**config.mk**
```make
export PLATFORM = sky130hd
export DESIGN_NAME = keypad_scanner
export DESIGN_NICKNAME = d
export VERILOG_FILES = /design/src/rtl/keypad_scanner.sv
export SDC_FILE = /design/constraint.sdc
export NUM_CORES = 1
export LEC_CHECK = 0
export ABC_CLOCK_PERIOD_IN_PS = 2600
export CORE_MARGIN = 1
export CORE_UTILIZATION = 25
export DETAILED_ROUTE_END_ITERATION = 8
export GPL_TIMING_DRIVEN = 0
export PLACE_DENSITY_LB_ADDON = 0.25
export SETUP_SLACK_MARGIN = 0.5
export SYNTH_ARGS = -nofsm -noshare
export SYNTH_HDL_FRONTEND = slang
export SYNTH_SLANG_ARGS = --single-unit
export TNS_END_PERCENT = 1
```
**constraint.sdc**
```tcl
create_clock -name clk -period 2.6 [get_ports clk]
set_input_delay 0.39 -clock clk [delete_from_list [all_inputs] [get_ports clk]]
set_output_delay 0.39 -clock clk [all_outputs]
set_load 0.1 [all_outputs]
```
**src/rtl/keypad_scanner.sv**
```systemverilog
// 4x4 matrix keypad scanner: drives columns one-hot low, debounces row activity,
// and emits one key code with a single-cycle strobe per physical press.
//
// state       | meaning
// ------------|------------------------------------------------------------
// SCAN        | rotate columns, sample rows on the last dwell cycle
// DEB_PRESS   | column held, rows must stay equal to the captured pattern
// PRESSED     | one cycle after the accept edge; strobe is high here
// DEB_RELEASE | column held until rows read all-high long enough
module keypad_scanner #(
    parameter int SCAN_TICKS     = 27000,
    parameter int DEBOUNCE_TICKS = 270000
) (
    input  logic       clk,
    input  logic       rst,
    input  logic [3:0] filas,
    output logic [3:0] columnas,
    output logic [3:0] tecla,
    output logic       tecla_valida,
    output logic       tecla_presionada
);

    localparam int SW = $clog2(SCAN_TICKS);
    localparam int DW = $clog2(DEBOUNCE_TICKS);
    localparam logic [SW-1:0] SCAN_LAST = SW'(SCAN_TICKS - 1);
    localparam logic [DW-1:0] DEB_LAST  = DW'(DEBOUNCE_TICKS - 1);
    localparam logic [3:0]    ROWS_IDLE = 4'hF;

    typedef enum logic [1:0] {
        SCAN        = 2'd0,
        DEB_PRESS   = 2'd1,
        PRESSED     = 2'd2,
        DEB_RELEASE = 2'd3
    } state_t;

    logic [3:0]    filas_m_q;
    logic [3:0]    filas_s_q;

    state_t        state_q, state_d;
    logic [1:0]    col_q, col_d;
    logic [SW-1:0] dwell_q, dwell_d;
    logic [DW-1:0] deb_q, deb_d;
    logic [3:0]    patron_q, patron_d;
    logic [3:0]    columnas_q, columnas_d;
    logic [3:0]    tecla_q, tecla_d;
    logic          valida_q, valida_d;
    logic          presionada_q, presionada_d;

    // Lowest-index low row wins when several rows are pulled down.
    function automatic logic [1:0] low_row(input logic [3:0] p);
        logic [1:0] r;
        if (!p[0])      r = 2'd0;
        else if (!p[1]) r = 2'd1;
        else if (!p[2]) r = 2'd2;
        else            r = 2'd3;
        return r;
    endfunction

    function automatic logic [3:0] key_code(input logic [1:0] row, input logic [1:0] col);
        logic [3:0] k;
        case ({row, col})
            4'h0:    k = 4'h1;
            4'h1:    k = 4'h2;
            4'h2:    k = 4'h3;
            4'h3:    k = 4'hA;
            4'h4:    k = 4'h4;
            4'h5:    k = 4'h5;
            4'h6:    k = 4'h6;
            4'h7:    k = 4'hB;
            4'h8:    k = 4'h7;
            4'h9:    k = 4'h8;
            4'hA:    k = 4'h9;
            4'hB:    k = 4'hC;
            4'hC:    k = 4'hE;
            4'hD:    k = 4'h0;
            4'hE:    k = 4'hF;
            default: k = 4'hD;
        endcase
        return k;
    endfunction

    always_ff @(posedge clk or negedge rst) begin
        if (!rst) begin
            filas_m_q <= ROWS_IDLE;
            filas_s_q <= ROWS_IDLE;
        end else begin
            filas_m_q <= filas;
            filas_s_q <= filas_m_q;
        end
    end

    always_ff @(posedge clk or negedge rst) begin
        if (!rst) begin
            state_q      <= SCAN;
            col_q        <= 2'd0;
            dwell_q      <= '0;
            deb_q        <= '0;
            patron_q     <= ROWS_IDLE;
            columnas_q   <= 4'b1110;
            tecla_q      <= 4'h0;
            valida_q     <= 1'b0;
            presionada_q <= 1'b0;
        end else begin
            state_q      <= state_d;
            col_q        <= col_d;
            dwell_q      <= dwell_d;
            deb_q        <= deb_d;
            patron_q     <= patron_d;
            columnas_q   <= columnas_d;
            tecla_q      <= tecla_d;
            valida_q     <= valida_d;
            presionada_q <= presionada_d;
        end
    end

    always_comb begin
        state_d      = state_q;
        col_d        = col_q;
        dwell_d      = dwell_q;
        deb_d        = deb_q;
        patron_d     = patron_q;
        tecla_d      = tecla_q;
        valida_d     = 1'b0;
        presionada_d = presionada_q;

        case (state_q)
            SCAN: begin
                if (dwell_q == SCAN_LAST) begin
                    dwell_d = '0;
                    if (filas_s_q == ROWS_IDLE) begin
                        col_d = col_q + 2'd1;
                    end else begin
                        patron_d = filas_s_q;
                        deb_d    = '0;
                        state_d  = DEB_PRESS;
                    end
                end else begin
                    dwell_d = dwell_q + SW'(1);
                end
            end

            DEB_PRESS: begin
                if (filas_s_q == patron_q) begin
                    if (deb_q == DEB_LAST) begin
                        // Outputs are registered on entry so the strobe lands in PRESSED.
                        state_d      = PRESSED;
                        deb_d        = '0;
                        tecla_d      = key_code(low_row(patron_q), col_q);
                        valida_d     = 1'b1;
                        presionada_d = 1'b1;
                    end else begin
                        deb_d = deb_q + DW'(1);
                    end
                end else if (filas_s_q == ROWS_IDLE) begin
                    state_d = SCAN;
                    col_d   = col_q + 2'd1;
                    dwell_d = '0;
                    deb_d   = '0;
                end else begin
                    patron_d = filas_s_q;
                    deb_d    = '0;
                end
            end

            PRESSED: begin
                state_d = DEB_RELEASE;
                deb_d   = '0;
            end

            DEB_RELEASE: begin
                if (filas_s_q == ROWS_IDLE) begin
                    if (deb_q == DEB_LAST) begin
                        state_d      = SCAN;
                        col_d        = col_q + 2'd1;
                        dwell_d      = '0;
                        deb_d        = '0;
                        presionada_d = 1'b0;
                    end else begin
                        deb_d = deb_q + DW'(1);
                    end
                end else begin
                    deb_d = '0;
                end
            end

            default: begin
                state_d = SCAN;
                dwell_d = '0;
                deb_d   = '0;
            end
        endcase

        columnas_d = ~(4'b0001 << col_d);
    end

    assign columnas         = columnas_q;
    assign tecla            = tecla_q;
    assign tecla_valida     = valida_q;
    assign tecla_presionada = presionada_q;

endmodule

```
After elaboration in Yosys (flattened, before gate mapping)
Memories as Yosys holds them, arrays and structs flattened. A register that Yosys moved wholly into a read port is not among the register bits.
Index checks and enable logic that the tools add are counted.
{"block": "word_totals", "register_bits": 56, "rom_bits": 64, "in_bits": 6, "mem_count": 1}
{"block": "op_classes", "add_sub_neg": 3, "eq_ne": 17, "shift": 1, "muxes": 44, "bitwise": 1, "n_reduce_logical": 11}
{"name": "(no name shown)", "depth": 16, "width": 4, "rd": 1, "rd_ports_with_merged_regs": 1, "wr": 0, "line_no": "61", "source": "case ({row, col})"}
{"op": "two-way mux 19 bit", "n": 5}
{"op": "case mux 19 bit (4 select lines)", "n": 1}
{"op": "two-way mux 15 bit", "n": 5}
{"op": "case mux 15 bit (3 select lines)", "n": 1}
{"op": "two-way mux 2 bit", "n": 17}
{"op": "adder 19 x 1 -> 19 bit (second input constant)", "n": 1}
{"op": "== test 19 bit (second input constant)", "n": 1}
{"op": "!= test 2 bit (second input constant)", "n": 8}
{"op": "adder 15 x 1 -> 15 bit (second input constant)", "n": 1}
{"op": "== test 15 bit (second input constant)", "n": 1}
{"op": "two-way mux 4 bit", "n": 3}
{"op": "AND reduction 5 bit", "n": 2}
{"op": "two-way mux 1 bit", "n": 8}
{"op": "case mux 2 bit (4 select lines)", "n": 1}
{"op": "case mux 4 bit (2 select lines)", "n": 1}
{"op": "!= test 3 bit (second input constant)", "n": 2}
{"op": "case mux 2 bit (3 select lines)", "n": 1}
{"op": "AND reduction 3 bit", "n": 2}
{"op": "AND reduction 6 bit", "n": 1}
{"op": "== test 2 bit (second input constant)", "n": 2}
{"op": "== test 4 bit", "n": 1}
{"op": "== test 4 bit (second input constant)", "n": 1}
{"op": "inverter 4 bit", "n": 1}
{"op": "nonzero test 2 bit", "n": 2}
{"op": "other kinds (8)", "n": 8}

Logic depth before layout (Yosys ltp)
{"block": "logic_depth", "ltp_word": 6, "ltp_mapped": 8, "ltp_nobuf": 7}

Least setup slack after synthesis
OpenSTA, ideal clock, no wires.
{"block": "synth_path", "path_type": "reg2reg", "from": "reg dwell_q[0]", "to": "reg col_q[1]", "setup_ns": 0.125, "arrival_time_ns": 1.866, "required_time_ns": 2.475, "setup_slack_ns": 0.609, "stages_incl_launch_ff": 7, "path_buffers": 0, "period_less_slack_ns": 1.991, "path_cell_list": "dfrtp_1 -> ha_1 -> nand4bb_1 -> nor4_4 -> a32oi_1 -> nand2_1 -> mux2_2"}
{"block": "synth_via", "elab_chain_len": 3}
{"item": "start: declaration", "line_no": "41", "source": "logic [SW-1:0] dwell_q, dwell_d;"}
{"item": "start signal: assignment", "line_no": "106", "source": "dwell_q <= dwell_d;"}
{"item": "== test 15 bit", "line_no": "128", "source": "if (dwell_q == SCAN_LAST) begin"}
{"item": "two-way mux 2 bit", "line_no": "128"}
{"item": "case mux 2 bit (3 select lines)", "line_no": "126", "source": "case (state_q)"}
{"item": "via col_d[1]", "line_no": "40", "source": "logic [1:0] col_q, col_d;"}
{"item": "end signal: assignment", "line_no": "105", "source": "col_q <= col_d;"}
{"item": "end: declaration", "line_no": "40"}
The timed path passes the listed nets, and every way through them passes these cells.
A chain may end at the register's enable or synchronous reset.

Worst setup path in the final report
{"block": "layout_path", "from": "reg columnas_q[1] (netlist: columnas[1])", "to": "out columnas[1]"}
{"item": "start: declaration", "line_no": "44", "source": "logic [3:0] columnas_q, columnas_d;"}
{"item": "start signal: assignment", "line_no": "109", "source": "columnas_q <= columnas_d;"}
{"item": "end: declaration", "line_no": "17", "source": "output logic [3:0] columnas,"}
No word-level cell between the ends.

==> flow_summary.ini <==
[placed_design]
gp_congestion = 0.787
dpl.hpwl_um = 5130
port_buffers = 15
placed_area_um2 = 3720

[setup_path]
start_kind = flip-flop
crit_required_ns = 2.21
arrival_ns = 1.96
r2r_start = deb_q[0]$_DFFE_PN0P_
end_kind = output pin
max_stage_delay_ns = 1.12
crit_fanout = 1
reg2reg_to = dwell_q[13]$_DFFE_PN0P_
setup.worst_path.start = columnas[1]$_DFF_PN1_
path_class = flip-flop to output pin
reg2regPathDepth = 8
crit_buf_inv = 1
cp_cell_sequence = clkdlybuf4s50_1
reg2reg_setup_slack_ns = 0.42
crit_slowest_cell = clkdlybuf4s50_1
cp_top_family = buffers and inverters

[synthesis]
syn_nets = 348
synth-edff-count = 0
yosysTopAreaCell = dfrtp_1
yosysSeqAreaShare = 0.453
async_reset_ff_frac = 1.00
synth_most_common_cell = dfrtp_1
synthTopCellsByArea = dfrtp_1, dfstp_2, mux2i_1
synth_cell_types = 57
synth_area_um2 = 3350
ys_top_cells_by_count = dfrtp_1, nand3_1, nand2_1, a21oi_1, mux2i_1
synth-seq-cells = 60
synth_area_per_cell_um2 = 9.98
synth_ff_type = dfrtp_1
yosysWarnings = 0
syn_inst = 336
synth_top_area_frac = 0.336

[sta]
finalCriticalPeriod_ns = 2.35
slew_headroom = 0.346
finalHoldViolations = 0
setup_viol_count_final = 0
maxSlewViolCount = 0
rsz0062_at_grt = true
worstMarginPinSlew_ns = 0.978
whs_ns = 0.124
tns_ns = 0
skew_ns = 0.00841
fin_crit_sh = 0.903
fmax_ghz = 0.426

[power]
total_power_mw = 2.19
switchingPower_uw = 441
power_frac_comb = 0.016
power_frac_seq = 0.434
clock_power_share = 0.550
power_leakage_nw = 1.67
p_int_mw = 1.75
pwr_density_cell_nw_per_um2 = 534
ir_drop_mv = 0.334
switching_share = 0.201

[clock_tree]
cts_buffer_depth = 2
htree_levels = 3
cts_tree = done
cts_buffers = 9
ctsRootBufferMaster = clkbuf_16
cts.clk_slew.worst_paths_ns = 0.05
cts.sinks = 60
insertion_delay_ns = 0.33

[global_route]
grt_pass1_vias = 2653
track_usage = 0.115
grt_pass1_wl_um = 12900
overflow = 0
grt_max_degree = 61
antenna_found_initial = 0

[drt]
drt-total-wl_um = 7570
dr.pass1.iters = 4
wl_per_cell_um = 14.0
drcViolationCount = 0
vias = 2627
postRouteAntennaNets = 0
viasPerCell = 4.86
dr.first_iter.drc_count = 185

[die]
dieWidth_um = 118
die_area_um2 = 13900
die_y_um = 118
io_pins = 16
core_um2 = 12800
num_rows = 41
initial_core_util = 0.262

[cells_and_area]
multi_input_area_um2 = 1770
nets = 376
area_growth_pct = 22.3
fillCellCount = 1358
postLayoutCellArea_um2 = 4100
num_antenna_cells = 0
regArea_um2 = 1520
drive_above_1_share = 0.214

[run_status]
run_status = completed

[flow_run]
max-cap-violations = 0

[hold_path]
min_path_type = input pin to asynchronous set/reset pin
==> power by group through the flow <==
stage          registers, mW  logic [mW]  clock network [mW]
3_3_place_gp           0.967      0.0360                   0
3_5_place_dp           0.967      0.0359                   0
2_1_floorplan          0.965     0.00694                   0
5_1_grt                0.951      0.0403                1.27
6_report               0.951      0.0340                1.20
4_1_cts                0.951      0.0360                1.23
==> logic make-up (layout without fill, tap and decap cells) <==
logic type                 Yosys count  count (layout)  synth area share
and+or+nand+nor                    137             137             0.240
muxes                               30              30            0.0944
DFF                                 60              60             0.453
adders and majority gates            6               6            0.0224
AOI/OAI and AO/OA                   70              70             0.135
buffers and inverters               26              59            0.0373
xor gates and xnor gates             7               7            0.0183
==> registers in the layout (all words and copies together), names as in the netlist, named ones only <==
register,count
col_q,2
columnas,4
deb_q,19
dwell_q,15
filas_m_q,4
filas_s_q,4
patron_q,4
state_q,1
tecla,4
tecla_presionada,1
tecla_valida,1
==> metal layers <==
layer  wire, um  global-route usage
met5          0                   0
met4        142              0.0537
met3        196              0.0266
met2       3460               0.180
met1       3780               0.151
==> worst reg2reg max path: cells and delay by family (launching register included) <==
family	cells	cell delay (ns)
flops	1	0.42
fa+ha+maj	1	0.26
simple gates	4	0.71
buf+inv	2	0.56
mux	1	0.15
==> cell type report <==
class | instances | share of cell area
sequential | 60 | 0.371
tap | 172 | 0.0525
clock inverter | 2 | 0.00854
multi-input combinational | 250 | 0.431
clock buffer | 14 | 0.0643
buffer | 19 | 0.0265
inverter | 7 | 0.00640
timing repair buffer | 17 | 0.0400
==> worst max-delay path by stage <==
stage	end	slack (ns)	depth (start not counted)
after floorplan	col_q[1]$_DFF_PN0_	0.61	6
after global placement	deb_q[18]$_DFFE_PN0P_	-0.97	1
after detailed placement	deb_q[9]$_DFFE_PN0P_	0.09	6
after CTS	col_q[1]$_DFF_PN0_	0.23	6
after global routing	columnas[1]	0.22	1
final	columnas[1]	0.25	1
==> layout by cell type, fill, tap and decap left out, types with 7 or more instances in the layout <==
cell type         n
a21oi_1          17
clkbuf_16         9
nand4_1          12
nand3b_1         10
nand2_1          24
mux2i_1          17
a31oi_1           8
o21ai_0          15
nand3_1          28
dfstp_2          15
and2_1            7
clkbuf_1          8
dfrtp_1          45
mux2_2           13
nor2_1           15
and3_1            7
clkdlybuf4s50_1  12
==> per-stage QoR <==
step	cells	util	setup WS [ns]
after floorplan	336	-	0.609
after global placement	523	0.290	-0.971
after detailed placement	523	0.290	0.0931
after CTS	539	0.314	0.227
after global routing	541	0.320	0.220
final	541	0.320	0.253
==> timing repair <==
item	CTS	global route
setup buffers	0	2
endpoints found under the setup margin	55	60
pin swaps	0	2
hold buffers	0	0
gates resized for setup	7	21
(Power assumes the default switching activity.)
